$ cat config.mk
export PLATFORM = sky130hd
export DESIGN_NAME = inst_fetch
export DESIGN_NICKNAME = d
export VERILOG_FILES = /design/src/rtl/inst_fetch_pkg.sv /design/src/rtl/fetch_fifo.sv /design/src/rtl/inst_fetch.sv
export SDC_FILE = /design/constraint.sdc
export NUM_CORES = 1
export LEC_CHECK = 0
export ABC_AREA = 1
export BUFFER_PORTS_ARGS = -buffer_cell sky130_fd_sc_hd__buf_2
export CAP_MARGIN = 40
export CORE_ASPECT_RATIO = 0.8
export CORE_MARGIN = 8
export CORE_UTILIZATION = 50
export CTS_CLUSTER_SIZE = 14
export DETAILED_ROUTE_END_ITERATION = 16
export GPL_ROUTABILITY_DRIVEN = 0
export PLACE_DENSITY = 0.68
export SLEW_MARGIN = 40
export SYNTH_ARGS = -nofsm -noshare
export SYNTH_HDL_FRONTEND = slang
export SYNTH_SLANG_ARGS = --single-unit
$ cat constraint.sdc
create_clock -name iClk -period 4.59 [get_ports iClk]
set_clock_uncertainty 0.2 [all_clocks]
set_input_delay 0.459 -clock iClk [delete_from_list [all_inputs] [get_ports iClk]]
set_output_delay 0.459 -clock iClk [all_outputs]
set_load 0.01 [all_outputs]
$ cat src/rtl/inst_fetch_pkg.sv
// Types and constants shared by the fetch stage and the instruction decoder.
package inst_fetch_pkg;

  localparam int cXLEN = 32;
  localparam logic [cXLEN-1:0] cNop = 32'h0000_0013;

  typedef struct packed {
    logic [cXLEN-1:0] pc;
    logic [cXLEN-1:0] inst;
  } fetchPkt_t;

  function automatic logic [cXLEN-1:0] word_align(input logic [cXLEN-1:0] addr);
    return {addr[cXLEN-1:2], 2'b00};
  endfunction

endpackage

$ cat src/rtl/fetch_fifo.sv
// Synchronous FIFO of fetch packets with a registered head entry; when empty the
// head shows a NOP and keeps the PC of the last entry it presented.
module fetch_fifo
  import inst_fetch_pkg::*;
#(
  parameter int               DEPTH    = 4,
  parameter logic [cXLEN-1:0] RESET_PC = 32'h0000_0000
) (
  input  logic                   iClk,
  input  logic                   iRstN,
  input  logic                   push,
  input  fetchPkt_t              push_data,
  input  logic                   pop,
  input  logic                   clear,
  output logic [$clog2(DEPTH):0] count,
  output logic                   empty,
  output logic                   full,
  output fetchPkt_t              head
);

  localparam int AW = $clog2(DEPTH);
  localparam logic [AW-1:0] PTR_ONE  = AW'(1'b1);
  localparam logic [AW:0]   CNT_ONE  = (AW+1)'(1'b1);
  localparam logic [AW:0]   CNT_ZERO = (AW+1)'(1'b0);
  localparam logic [AW:0]   CNT_FULL = (AW+1)'(DEPTH);

  fetchPkt_t     mem_r [DEPTH];
  fetchPkt_t     head_r, head_s;
  logic [AW-1:0] rd_ptr_r, wr_ptr_r, rd_ptr_s, wr_ptr_s;
  logic [AW:0]   count_r, count_s;
  logic          do_push_s, do_pop_s;

  // Next pointers, occupancy and the head entry the output register will hold.
  always_comb begin
    do_pop_s  = pop & (count_r != CNT_ZERO);
    do_push_s = push & ((count_r != CNT_FULL) | do_pop_s);
    rd_ptr_s  = rd_ptr_r;
    wr_ptr_s  = wr_ptr_r;
    count_s   = count_r;
    head_s    = head_r;
    if (clear) begin
      rd_ptr_s = '0;
      wr_ptr_s = '0;
      count_s  = CNT_ZERO;
      head_s   = {head_r.pc, cNop};
    end else begin
      rd_ptr_s = do_pop_s ? rd_ptr_r + PTR_ONE : rd_ptr_r;
      wr_ptr_s = do_push_s ? wr_ptr_r + PTR_ONE : wr_ptr_r;
      count_s  = count_r + (do_push_s ? CNT_ONE : CNT_ZERO) - (do_pop_s ? CNT_ONE : CNT_ZERO);
      // The next head may be the word being written this very cycle.
      if (count_s == CNT_ZERO) begin
        head_s = {head_r.pc, cNop};
      end else if (do_push_s && (rd_ptr_s == wr_ptr_r)) begin
        head_s = push_data;
      end else begin
        head_s = mem_r[rd_ptr_s];
      end
    end
  end

  // Storage, pointers and the registered head.
  always_ff @(posedge iClk or negedge iRstN) begin
    if (!iRstN) begin
      for (int i = 0; i < DEPTH; i++) mem_r[i] <= '0;
      rd_ptr_r <= '0;
      wr_ptr_r <= '0;
      count_r  <= CNT_ZERO;
      head_r   <= {RESET_PC, cNop};
    end else begin
      if (do_push_s && !clear) mem_r[wr_ptr_r] <= push_data;
      rd_ptr_r <= rd_ptr_s;
      wr_ptr_r <= wr_ptr_s;
      count_r  <= count_s;
      head_r   <= head_s;
    end
  end

  assign count = count_r;
  assign empty = (count_r == CNT_ZERO);
  assign full  = (count_r == CNT_FULL);
  assign head  = head_r;

endmodule

$ cat src/rtl/inst_fetch.sv
// Fetch stage: owns the PC, issues in-order instruction reads under a credit limit,
// buffers {pc, inst} for the decoder and discards responses made stale by a redirect.
module inst_fetch
  import inst_fetch_pkg::*;
#(
  parameter logic [cXLEN-1:0] cResetPC   = 32'h0000_0000,
  parameter int               cFifoDepth = 4
) (
  input  logic             iClk,
  input  logic             iRstN,
  input  logic             iFlushPipe,
  input  logic [cXLEN-1:0] iBranchTarget,
  output logic             oImemReqValid,
  input  logic             iImemReqReady,
  output logic [cXLEN-1:0] oImemAddr,
  input  logic             iImemRspValid,
  input  logic [cXLEN-1:0] iImemRspData,
  output logic             oInstValid,
  input  logic             iInstReady,
  output logic [cXLEN-1:0] oInst,
  output logic [cXLEN-1:0] oCurPC
);

  localparam int CW = $clog2(cFifoDepth) + 1;
  localparam logic [CW-1:0]    CNT_ONE  = CW'(1'b1);
  localparam logic [CW-1:0]    CNT_ZERO = CW'(1'b0);
  localparam logic [CW:0]      CREDITS  = (CW+1)'(cFifoDepth);
  localparam logic [cXLEN-1:0] PC_STEP  = cXLEN'(3'd4);

  logic [cXLEN-1:0] pc_r;
  logic [CW-1:0]    outstanding_r, drop_r, outstanding_s;
  logic             run_r;
  logic [CW:0]      credit_sum_s;
  logic             req_valid_s, accept_s, keep_s, discard_s;
  logic             data_push_s, data_pop_s, tag_pop_s;
  logic [CW-1:0]    data_count_s, tag_count_s;
  logic             data_empty_s, data_full_s, tag_empty_s, tag_full_s;
  fetchPkt_t        rsp_pkt_s, tag_pkt_s, data_head_s, tag_head_s;

  // Issue credit, response classification and FIFO controls; a flush overrides all of them.
  always_comb begin
    credit_sum_s  = {1'b0, data_count_s} + {1'b0, outstanding_r};
    req_valid_s   = run_r & ~iFlushPipe & (credit_sum_s < CREDITS);
    accept_s      = req_valid_s & iImemReqReady;
    keep_s        = iImemRspValid & (drop_r == CNT_ZERO);
    discard_s     = iImemRspValid & (drop_r != CNT_ZERO);
    outstanding_s = outstanding_r + (accept_s ? CNT_ONE : CNT_ZERO)
                                  - (iImemRspValid ? CNT_ONE : CNT_ZERO);
    data_push_s   = keep_s & ~iFlushPipe;
    data_pop_s    = ~data_empty_s & iInstReady & ~iFlushPipe;
    tag_pop_s     = keep_s & ~iFlushPipe;
    rsp_pkt_s     = {tag_head_s.pc, iImemRspData};
    // The inverted PC copy lets the tag entry be integrity-checked on the way out.
    tag_pkt_s     = {pc_r, ~pc_r};
  end

  // PC, in-flight and drop counters; a flush turns every unanswered read into a drop.
  always_ff @(posedge iClk or negedge iRstN) begin
    if (!iRstN) begin
      pc_r          <= cResetPC;
      outstanding_r <= CNT_ZERO;
      drop_r        <= CNT_ZERO;
      run_r         <= 1'b0;
    end else begin
      run_r         <= 1'b1;
      outstanding_r <= outstanding_s;
      if (iFlushPipe) begin
        pc_r   <= word_align(iBranchTarget);
        drop_r <= outstanding_s;
      end else begin
        if (accept_s)  pc_r   <= pc_r + PC_STEP;
        if (discard_s) drop_r <= drop_r - CNT_ONE;
      end
    end
  end

  fetch_fifo #(.DEPTH(cFifoDepth), .RESET_PC(cResetPC)) u_data_fifo (
    .iClk(iClk), .iRstN(iRstN), .push(data_push_s), .push_data(rsp_pkt_s),
    .pop(data_pop_s), .clear(iFlushPipe), .count(data_count_s),
    .empty(data_empty_s), .full(data_full_s), .head(data_head_s)
  );

  fetch_fifo #(.DEPTH(cFifoDepth), .RESET_PC(cResetPC)) u_tag_fifo (
    .iClk(iClk), .iRstN(iRstN), .push(accept_s), .push_data(tag_pkt_s),
    .pop(tag_pop_s), .clear(iFlushPipe), .count(tag_count_s),
    .empty(tag_empty_s), .full(tag_full_s), .head(tag_head_s)
  );

  assign oImemReqValid = req_valid_s;
  assign oImemAddr     = pc_r;
  assign oInstValid    = ~data_empty_s;
  assign oInst         = data_head_s.inst;
  assign oCurPC        = data_head_s.pc;

  a_no_full_push: assert property (@(posedge iClk) disable iff (!iRstN)
    !(data_push_s && data_full_s));
  a_no_rsp_underflow: assert property (@(posedge iClk) disable iff (!iRstN)
    !(iImemRspValid && (outstanding_r == CNT_ZERO)));
  a_tag_room: assert property (@(posedge iClk) disable iff (!iRstN)
    !(accept_s && tag_full_s));
  a_tag_present: assert property (@(posedge iClk) disable iff (!iRstN)
    !(keep_s && tag_empty_s));
  a_tag_count: assert property (@(posedge iClk) disable iff (!iRstN)
    tag_count_s <= outstanding_r);
  a_tag_intact: assert property (@(posedge iClk) disable iff (!iRstN)
    tag_empty_s || (tag_head_s.inst == ~tag_head_s.pc));

endmodule

* Word-level counts from Yosys, hierarchy flattened
Cells that the tools add are included. W data, S select, Z words.
Word-level totals: input bits 70, output and inout bits 98, logic and storage cells 132, register bits 661
Cells by class: eq/ne operators 4, $lt $le $gt $ge 7, bitwise gates (word level) 23, reductions and logical operators 20, add/sub/neg operators 13, muxes and demuxes 36
Operators by type and width (number):
- $bwmux W256 | 2
- $mux W64 | 8
- $bmux W64 S2 | 2
- $demux W64 S2 | 2
- $mux W32 | 4
- $add A32 B3 Y32 const B | 1
- $not A32 Y32 | 1
- $mux W2 | 8
- $and A1 B1 Y1 | 12
- $ge A3 B3 Y1 const B | 4
- $logic_not A3 Y1 | 4
- $mux W3 | 4
- $not A2 Y3 | 4
- $reduce_bool A3 Y1 | 3
- $add A2 B1 Y2 const B | 4
- $reduce_bool A2 Y1 | 4
- $add A3 B3 Y3 | 2
- $logic_and A1 B1 Y1 | 6
- $lt A3 B1 Y1 const B | 2
- $mux W1 | 6
- $ne A3 B3 Y1 const B | 2
- $sub A3 B3 Y3 | 2
- $add A3 B3 Y4 | 1
- $eq A2 B2 Y1 | 2
- other kinds (8) | 13

* Logic depth before layout (Yosys ltp)
Gate-level depths: netlist of run 1.
word-level depth 13, depth in mapped cells 18, mapped depth without buffers 17

* Hierarchy
From an unflattened synthesis of run 1, not the netlist that was laid out.
Second synthesis, totals: cell total of the unflattened synthesis 4275, area, all modules 34271.6 um2
By module, submodules not included:
- fetch_fifo (u_tag_fifo) | instances 1, cells an instance 1897, sequential area each 8186.6 um2, area each 15618.7 um2
- fetch_fifo (u_data_fifo) | instances 1, cells an instance 1899, sequential area each 8186.6 um2, area each 15603.7 um2
- inst_fetch | instances 1, cells an instance 479, sequential area each 925.9 um2, area each 3049.2 um2

* Least setup slack after synthesis of run 1
No wires, ideal clock.
path type register to register, start point register u_data_fifo.count_r[2], in the netlist u_data_fifo.count[2], end point register u_tag_fifo.head_r (netlist bit u_tag_fifo.head[34]), setup time 0.066 ns, path buffers 1, arrival time 2.835 ns, data required time 4.324 ns, clock period less this slack 3.100 ns, slack 1.490 ns, cell stages (with the launch flop) 16, cell sequence dfrtp_1 ha_1 nand3b_2 nor2_4 nand2_4 nor2_4 ha_1 inv_1 fa_1 xnor2_1 xor2_1 a31oi_1 inv_1 clkbuf_1 nand2_1 nand2_1
On the way: word-level cells in the longest chain between the ends 11, elaborated cells between the ends (all ways) 13, those cells by class 3 x add/sub; 1 x order compare; 2 x mux; 4 x bitwise; 3 x reduce/logical
RTL lines:
- start: declaration | line fetch_fifo.sv:30 | logic [AW:0] count_r, count_s;
- start signal: assignment | line fetch_fifo.sv:73 | count_r <= count_s;
- $add A3 B3 Y4 (*) | line inst_fetch.sv:42 | credit_sum_s = {1'b0, data_count_s} + {1'b0, outstanding_r};
- $lt A4 B3 Y1 (*) | line inst_fetch.sv:43 | req_valid_s = run_r & ~iFlushPipe & (credit_sum_s < CREDITS);
- $and A1 B1 Y1 (*) | line inst_fetch.sv:43
- named net oImemReqValid | line inst_fetch.sv:13 | output logic oImemReqValid,
- $and A1 B1 Y1 (*) | line inst_fetch.sv:44 | accept_s = req_valid_s & iImemReqReady;
- $and A1 B1 Y1 (*) | line fetch_fifo.sv:36 | do_push_s = push & ((count_r != CNT_FULL) | do_pop_s);
- $mux W1 | line fetch_fifo.sv:49 | count_s = count_r + (do_push_s ? CNT_ONE : CNT_ZERO) - (do_pop_s ? CNT_ONE : CNT_ZERO);
- $add A3 B3 Y3 | line fetch_fifo.sv:49
- $sub A3 B3 Y3 | line fetch_fifo.sv:49
- $logic_not A3 Y1 | line fetch_fifo.sv:51 | if (count_s == CNT_ZERO) begin
- $not A1 Y1 (no line)
- $reduce_and A2 Y1 (no line)
- end signal: assignment | line fetch_fifo.sv:68 | head_r <= {RESET_PC, cNop};
- end signal: assignment | line fetch_fifo.sv:74 | head_r <= head_s;
- end: declaration | line fetch_fifo.sv:28 | fetchPkt_t head_r, head_s;
Mark *: on every way through the listed nets, which the timed path passes. The rest lies on a longest branch. A chain may end at the register's enable or synchronous reset.

* Final worst setup path of run 1
start point register drop_r[0], end point register u_tag_fifo.head_r (netlist bit u_tag_fifo.head[44])
On the way: word-level cells in the longest chain between the ends 12, elaborated cells between the ends (all ways) 21, those cells by class 2 x add/sub; 1 x eq/ne; 7 x mux; 7 x bitwise; 4 x reduce/logical
RTL lines:
- start: declaration | line inst_fetch.sv:31 | logic [CW-1:0] outstanding_r, drop_r, outstanding_s;
- start signal: assignment | line inst_fetch.sv:69 | drop_r <= outstanding_s;
- start signal: assignment | line inst_fetch.sv:72 | if (discard_s) drop_r <= drop_r - CNT_ONE;
- $logic_not A3 Y1 (*) | line inst_fetch.sv:45 | keep_s = iImemRspValid & (drop_r == CNT_ZERO);
- $and A1 B1 Y1 (*) | line inst_fetch.sv:45
- $and A1 B1 Y1 (*) | line inst_fetch.sv:51 | tag_pop_s = keep_s & ~iFlushPipe;
- $and A1 B1 Y1 (*) | line fetch_fifo.sv:35 | do_pop_s = pop & (count_r != CNT_ZERO);
- $or A1 B1 Y1 | line fetch_fifo.sv:36
- $and A1 B1 Y1 | line fetch_fifo.sv:36
- $mux W1 | line fetch_fifo.sv:49
- $add A3 B3 Y3 | line fetch_fifo.sv:49
- $sub A3 B3 Y3 | line fetch_fifo.sv:49
- $logic_not A3 Y1 | line fetch_fifo.sv:51
- $not A1 Y1 (no line)
- $reduce_and A2 Y1 (no line)
Mark *: on every way between the ends. The rest lies on a longest branch, timed or not. The select of a mux whose other input is x is not followed.

==> flow_summary.toml, run 1 <==
[finish]
area_delta_synth_final_pct = 15.3
drive_gt1_share_pct = 13.2
nFillCells = 4174
nets = 3109

[placement]
port_buffers = 161
place_worst_setup_slack_ns = 0.803
dp_hpwl_mm = 38.4

[flow_run]
cap_violations = 0

[drt]
vias = 20104
wire_per_inst_um = 17.3
drt-vias-per-instance = 5.45
ant_nets = 0
detailedRoute.firstPassIterationCount = 7
drc_errors = 0
drt_iter0_markers = 1772
totalWireLength_mm = 63.7

[timing]
hold_viol = 0
fin_tns_setup_ns = 0
maxClockFrequency_mhz = 280
period_share_pct = 77.7
layout_min_cycle_time_ns = 3.57
worst_slack_ns = 1.02
max_slew_margin_pct = 47.3
slew_violations = 0
setup-violations-final = 0
rsz0062_at_grt = "false"
tightest_slew_ns = 0.789

[cts]
cts_tree = "yes"
htree_num_levels = 2
cts_buffer_depth = 3
clkLatencyLatePin_ns = 0.60
clock-root-buffer = "clkbuf_16"
cts_inserted_buffers = 53
postCtsSetupBuffers = 0
cts_num_sinks = 511
clk_pin_slew_worst_paths_ns = 0.06
post_cts_resized = 0

[worst_hold_path]
holdCritPathClass = "in -> reg"
hold_depth = 4

[synth]
yosysWarnings = 0
netlist_top_cells_area = "dfrtp_1 52%, nand2_1 13%, nand3_1 4.3%"
yosysTopAreaCell = "dfrtp_1"
synthCells = 2872
ys_seq_area_share_pct = 52.7
ys.flop_type = "dfrtp_1"
synth_most_common_cell = "nand2_1"
synth_edf_count = 0
syn_area_per_cell_um2 = 8.45
synth_top_area_share_pct = 52.4
synth_common_cells = "842 x nand2_1, 508 x dfrtp_1, 217 x inv_1, 208 x nand3_1, 205 x o21ai_0"
yosys_register_bits = 511
synthDistinctLibCells = 45
async_flop_share_pct = 100
netlist_area_mm2 = 0.0243

[die]
ios = 168
rows = 72
die_height_um = 213
die-area_mm2 = 0.0559
core_area_mm2 = 0.0481
initial_utilization_pct = 50.5
die_w_um = 262

[worst_setup_path]
ff2ff_path_depth = 18
path_class = "reg -> reg"
worstPathMaxFanout = 20
crit_path_start_kind = "flop"
cp_data_arrival_time_ns = 3.90
crit_required_ns = 4.92
endpoint_kind = "flop"

[power_and_ir_drop]
p_leak_nw = 13.7
vdd_drop_max_mv = 0.325
cellPowerDensity_mw_per_mm2 = 582

[run_status]
outcome = "completed"

[global_routing]
grt_remaining_overflow = 0
grt_first_pass_wirelength_mm = 105
grt_pass1_vias = 20271
grt_max_degree = 120
grtUsageTotal_pct = 22.7
antenna_found_initial = 1
==> layer usage <==
| metal | vias up | wire, µm | GRT usage [%] |
|---|---|---|---|
| met4 | 0 | 1270 | 6.82 |
| li1 | 9561 | - | - |
| met5 | - | 0 | 0 |
| met1 | 9781 | 28000 | 30.8 |
| met3 | 93 | 3940 | 3.41 |
| met2 | 669 | 30500 | 37.8 |
==> worst max-delay path, stage by stage (launching register included) <==
cell and delay (ns):
dfrtp_1 0.38, inv_1 0.10, ha_1 0.15, nand2_1 0.11, nor2_4 0.21, nand2_2 0.11
inv_1 0.08, ha_1 0.22, inv_1 0.06, ha_1 0.13, inv_1 0.05, fa_1 0.37
xnor2_1 0.18, xor2_1 0.27, a31oi_2 0.16, inv_1 0.33, buf_6 0.25, nand2_1 0.08
nand2_1 0.07
==> logic make-up (layout without fill, tap and decap cells) <==
| logic type | count (synthesis) | in the layout | share of synthesized area [%] |
|---|---|---|---|
| AO/OA/AOI/OAI | 557 | 557 | 13.1 |
| XOR/XNOR | 29 | 29 | 1.05 |
| adder cells (fa/ha/maj) | 22 | 22 | 1.23 |
| buffers and inverters | 410 | 593 | 7.26 |
| flip-flops | 511 | 511 | 52.7 |
| multiplexers | 67 | 67 | 3.11 |
| other | 2 | 6 | 0.0309 |
| AND/OR/NAND/NOR | 1274 | 1274 | 21.6 |
==> metrics by stage <==
step	hold WS, ns	total power [mW]	utilization, %	instance area (µm²)	std cells
after detailed placement	0.172	11.9	53.2	25600	3528
after global placement	0.264	11.7	52.9	25500	3522
after global routing	0.0406	17.5	58.2	28000	3688
after floorplan	-0.0366	10.3	-	24300	2875
after CTS	0.00924	16.4	58.2	28000	3687
final	0.0420	16.3	58.2	28000	3688
==> sequential cells by signal (all words and copies together), names as in the netlist, 3 cells and up <==
register	count
drop_r	3
u_data_fifo.count	3
u_tag_fifo.head	30
u_data_fifo.mem_r	248
u_tag_fifo.mem_r	120
u_tag_fifo.count	3
outstanding_r	3
oImemAddr	30
u_data_fifo.head	62
==> final timing paths <==
path	end	start	slack [ns]
hold reg to reg	u_data_fifo.head[54]	u_data_fifo.head[54]	0.28
min in group asynchronous	outstanding_r[1]	iRstN	0.16
setup reg to reg	u_tag_fifo.head[44]	drop_r[0]	1.02
max in group asynchronous	u_data_fifo.head[59]	iRstN	2.86
setup / recovery	u_tag_fifo.head[44]	drop_r[0]	1.02
hold / removal	oImemAddr[6]	iFlushPipe	0.04
==> what timing repair did <==
| action | 4_1_cts | 5_1_grt |
|---|---|---|
| endpoints found under the setup margin | 0 | 0 |
| hold buffers | 63 | 0 |
| endpoints found under the hold margin | 313 | 0 |
==> report_power, final <==
| group | internal (mW) | switching [mW] | total (mW) |
|---|---|---|---|
| registers | 5.82 | 0.806 | 6.63 |
| clock network | 2.57 | 1.81 | 4.38 |
| logic | 2.02 | 3.28 | 5.30 |
| total | 10.4 | 5.89 | 16.3 |
==> placed cells by master, fill, tap and decap left out, types with 4 or more instances in the layout <==
cell type,synthesis,layout
nand2_4,3,5
nor2_1,172,168
nor2_4,10,14
nand2_1,842,839
o21a_1,90,90
clkbuf_16,0,53
buf_4,26,28
clkinv_1,4,4
bufinv_16,0,4
nand3_1,208,208
nand4_1,9,9
clkbuf_1,61,10
mux2_2,67,67
ha_1,19,19
o221ai_1,11,11
buf_6,2,4
xnor2_1,7,7
inv_1,217,217
clkbuf_8,0,14
o211ai_1,40,40
inv_2,5,5
buf_12,0,9
o21ai_1,12,12
dfrtp_1,508,508
a21oi_1,192,192
nor4_1,4,4
clkinv_2,0,9
o21ai_0,205,205
nor3_1,11,11
buf_2,86,160
conb_1,2,5
nand2_2,6,7
dlygate4sd3_1,0,63
xor2_1,22,22
==> area by class of cell <==
type / instances / area (µm²) / share of cell area (%)
flip-flops and latches: 511 / 12800 / 45.7
repair buffers: 270 / 1990 / 7.12
clock inverters: 19 / 214 / 0.764
inverters: 227 / 855 / 3.05
multi-input cells: 1954 / 9790 / 35.0
well taps: 629 / 787 / 2.81
clock buffers: 77 / 1560 / 5.56
diodes: 1 / 2.50 / 0.00894
No activity file was read; power rests on OpenSTA's default activity.
==> run 2: changes to the inputs <==
==> constraint.sdc (replaced) <==
create_clock -name iClk -period 3.45 [get_ports iClk]
set_clock_uncertainty 0.2 [all_clocks]
set_input_delay 0.345 -clock iClk [delete_from_list [all_inputs] [get_ports iClk]]
set_output_delay 0.345 -clock iClk [all_outputs]
set_load 0.01 [all_outputs]
==> flow_summary.toml, run 2 (synthesis gave the netlist of run 1 again) <==
[worst_hold_path]
hold_depth = 4
holdCritPathClass = "in -> reg"
worstHoldStart = "iFlushPipe"

[power_and_ir_drop]
p_leak_nw = 13.8
vdd_drop_max_mv = 0.446
power_mw = 21.8
cellPowerDensity_mw_per_mm2 = 774

[drt]
vias = 20127
totalWireLength_mm = 63.3
ant_nets = 0
drt_iter0_markers = 1667
detailedRoute.firstPassIterationCount = 7
wire_per_inst_um = 17.1
drc_errors = 0
drt-vias-per-instance = 5.44

[timing]
tightest_slew_ns = 0.848
rsz0062_at_grt = "true"
worst_slack_ns = 0.169
period_share_pct = 95.1
maxClockFrequency_mhz = 305
slew_violations = 0
setup-violations-final = 0
max_slew_margin_pct = 43.4
hold_viol = 0
fin_hold_ws_ns = 0.0701
layout_min_cycle_time_ns = 3.28

[worst_setup_path]
cp_num_buf_inv = 2
worstPathMaxFanout = 30
crit_required_ns = 3.72
critical_path.slowest_cell = "dfrtp_1"
max_stage_delay_ns = 0.41
cp_data_arrival_time_ns = 3.55
startpoint = "u_data_fifo.count[2]"
crit_family = "simple AND/OR/NAND/NOR gates"
path_depth = 14
crit_path_start_kind = "flop"
r2r_start = "u_data_fifo.count[2]"
ff2ff_path_depth = 14
crit_chain = "ha_1, nand3b_2, nor2_4, nand2_4, nor2_4, ha_1, inv_1, fa_1, xnor2_1, xor2_1, a31oi_2, buf_12, nand3_1, nand2_1"
endpoint_kind = "flop"
path_class = "reg -> reg"

[finish]
drive_gt1_share_pct = 13.1
layout_commonest_cell = "nand2_1"
top_register = "u_data_fifo.mem_r"
nets = 3116
area_delta_synth_final_pct = 15.8
fin_util_pct = 58.5
largest_register_ffs = 248
final_cell_mix = "839 x nand2_1, 508 x dfrtp_1, 217 x inv_1"
fin_area_mm2 = 0.0281
nFillCells = 4182

[cts]
cts_tree = "yes"
clkLatencyLatePin_ns = 0.60
htree_num_levels = 2
clk_pin_slew_worst_paths_ns = 0.06
cts_inserted_buffers = 54
cts_buffer_depth = 3
clock-root-buffer = "clkbuf_16"
cts_num_sinks = 511

[die]
core_area_mm2 = 0.0481
rows = 72
initial_utilization_pct = 50.5
die_w_um = 262
ios = 168
die-area_mm2 = 0.0559
die_height_um = 213

[global_routing]
grt_first_pass_wirelength_mm = 105
grt_remaining_overflow = 0
antenna_found_initial = 1
grt_max_degree = 165
grt_pass1_vias = 20211
grtUsageTotal_pct = 22.5

[run_status]
outcome = "completed"

[placement]
port_buffers = 161
dpl_cell_area_mm2 = 0.0257
place_worst_setup_slack_ns = 0.132
dp_hpwl_mm = 38.1

[flow_run]
cap_violations = 0
-- run 2: changes by cell type in the layout (fill, tap and decap cells not counted), sizes merged --
cell         previous run  this run
clkinv                 14        16
clkbuf                 77        83
dlygate4sd3            63        65
buf                   207       211
inv                   225       224
clkinvlp                3         0
-- run 2: final timing paths --
| check | to | slack, ns |
|---|---|---|
| max | u_tag_fifo.head[37] | 0.17 |
| min | oImemAddr[6] | 0.07 |
| max reg2reg | u_tag_fifo.head[37] | 0.17 |
| min reg2reg | u_data_fifo.head[42] | 0.28 |
| max in group asynchronous | u_data_fifo.mem_r[136] | 1.99 |
| min in group asynchronous | drop_r[0] | 0.14 |
-- run 2: worst reg2reg max path: cells and delay by family, from the launching register on --
kind / cells / cell delay [ns]
AO/OA/AOI/OAI: 1 / 0.17
XOR/XNOR: 2 / 0.42
adder cells (fa/ha/maj): 3 / 0.83
buffers and inverters: 2 / 0.26
flip-flops: 1 / 0.41
AND/OR/NAND/NOR: 6 / 0.85
-- run 2: layout make-up --
| type | count | area, µm² | share of cell area (%) |
|---|---|---|---|
| Clock buffer | 83 | 1560 | 5.55 |
| Timing Repair Buffer | 276 | 2120 | 7.54 |
| Sequential cell | 511 | 12800 | 45.5 |
| Tap cell | 629 | 787 | 2.80 |
| Antenna cell | 1 | 2.50 | 0.00890 |
| Inverter | 227 | 855 | 3.04 |
| Multi-Input combinational cell | 1954 | 9800 | 34.8 |
| Clock inverter | 17 | 211 | 0.752 |
-- run 2: timing repair --
action,CTS,global route
endpoints found under the setup margin,0,63
gates resized for setup,0,2
setup buffers,0,3
hold buffers,65,0
endpoints found under the hold margin,260,0
-- run 2: where the power goes --
part           total (mW)  internal (mW)  leakage (nW)  switching (mW)
combinational        7.18           2.77          6.60            4.41
clock                5.80           3.41         0.876            2.39
sequential           8.79           7.75          6.30            1.05
-- run 2: through the flow --
step	setup TNS (ns)	std cells
final	0	3698
after global routing	-0.119	3698
after CTS	0	3694
after detailed placement	0	3529
after global placement	0	3529
after floorplan	0	2875
-- run 2: routing by layer --
layer	up-vias	track usage, %	wire [µm]
met5	-	0	0
met1	9815	30.4	28300
met4	0	7.87	1470
li1	9577	-	-
met2	628	37.3	30000
met3	107	3.00	3540
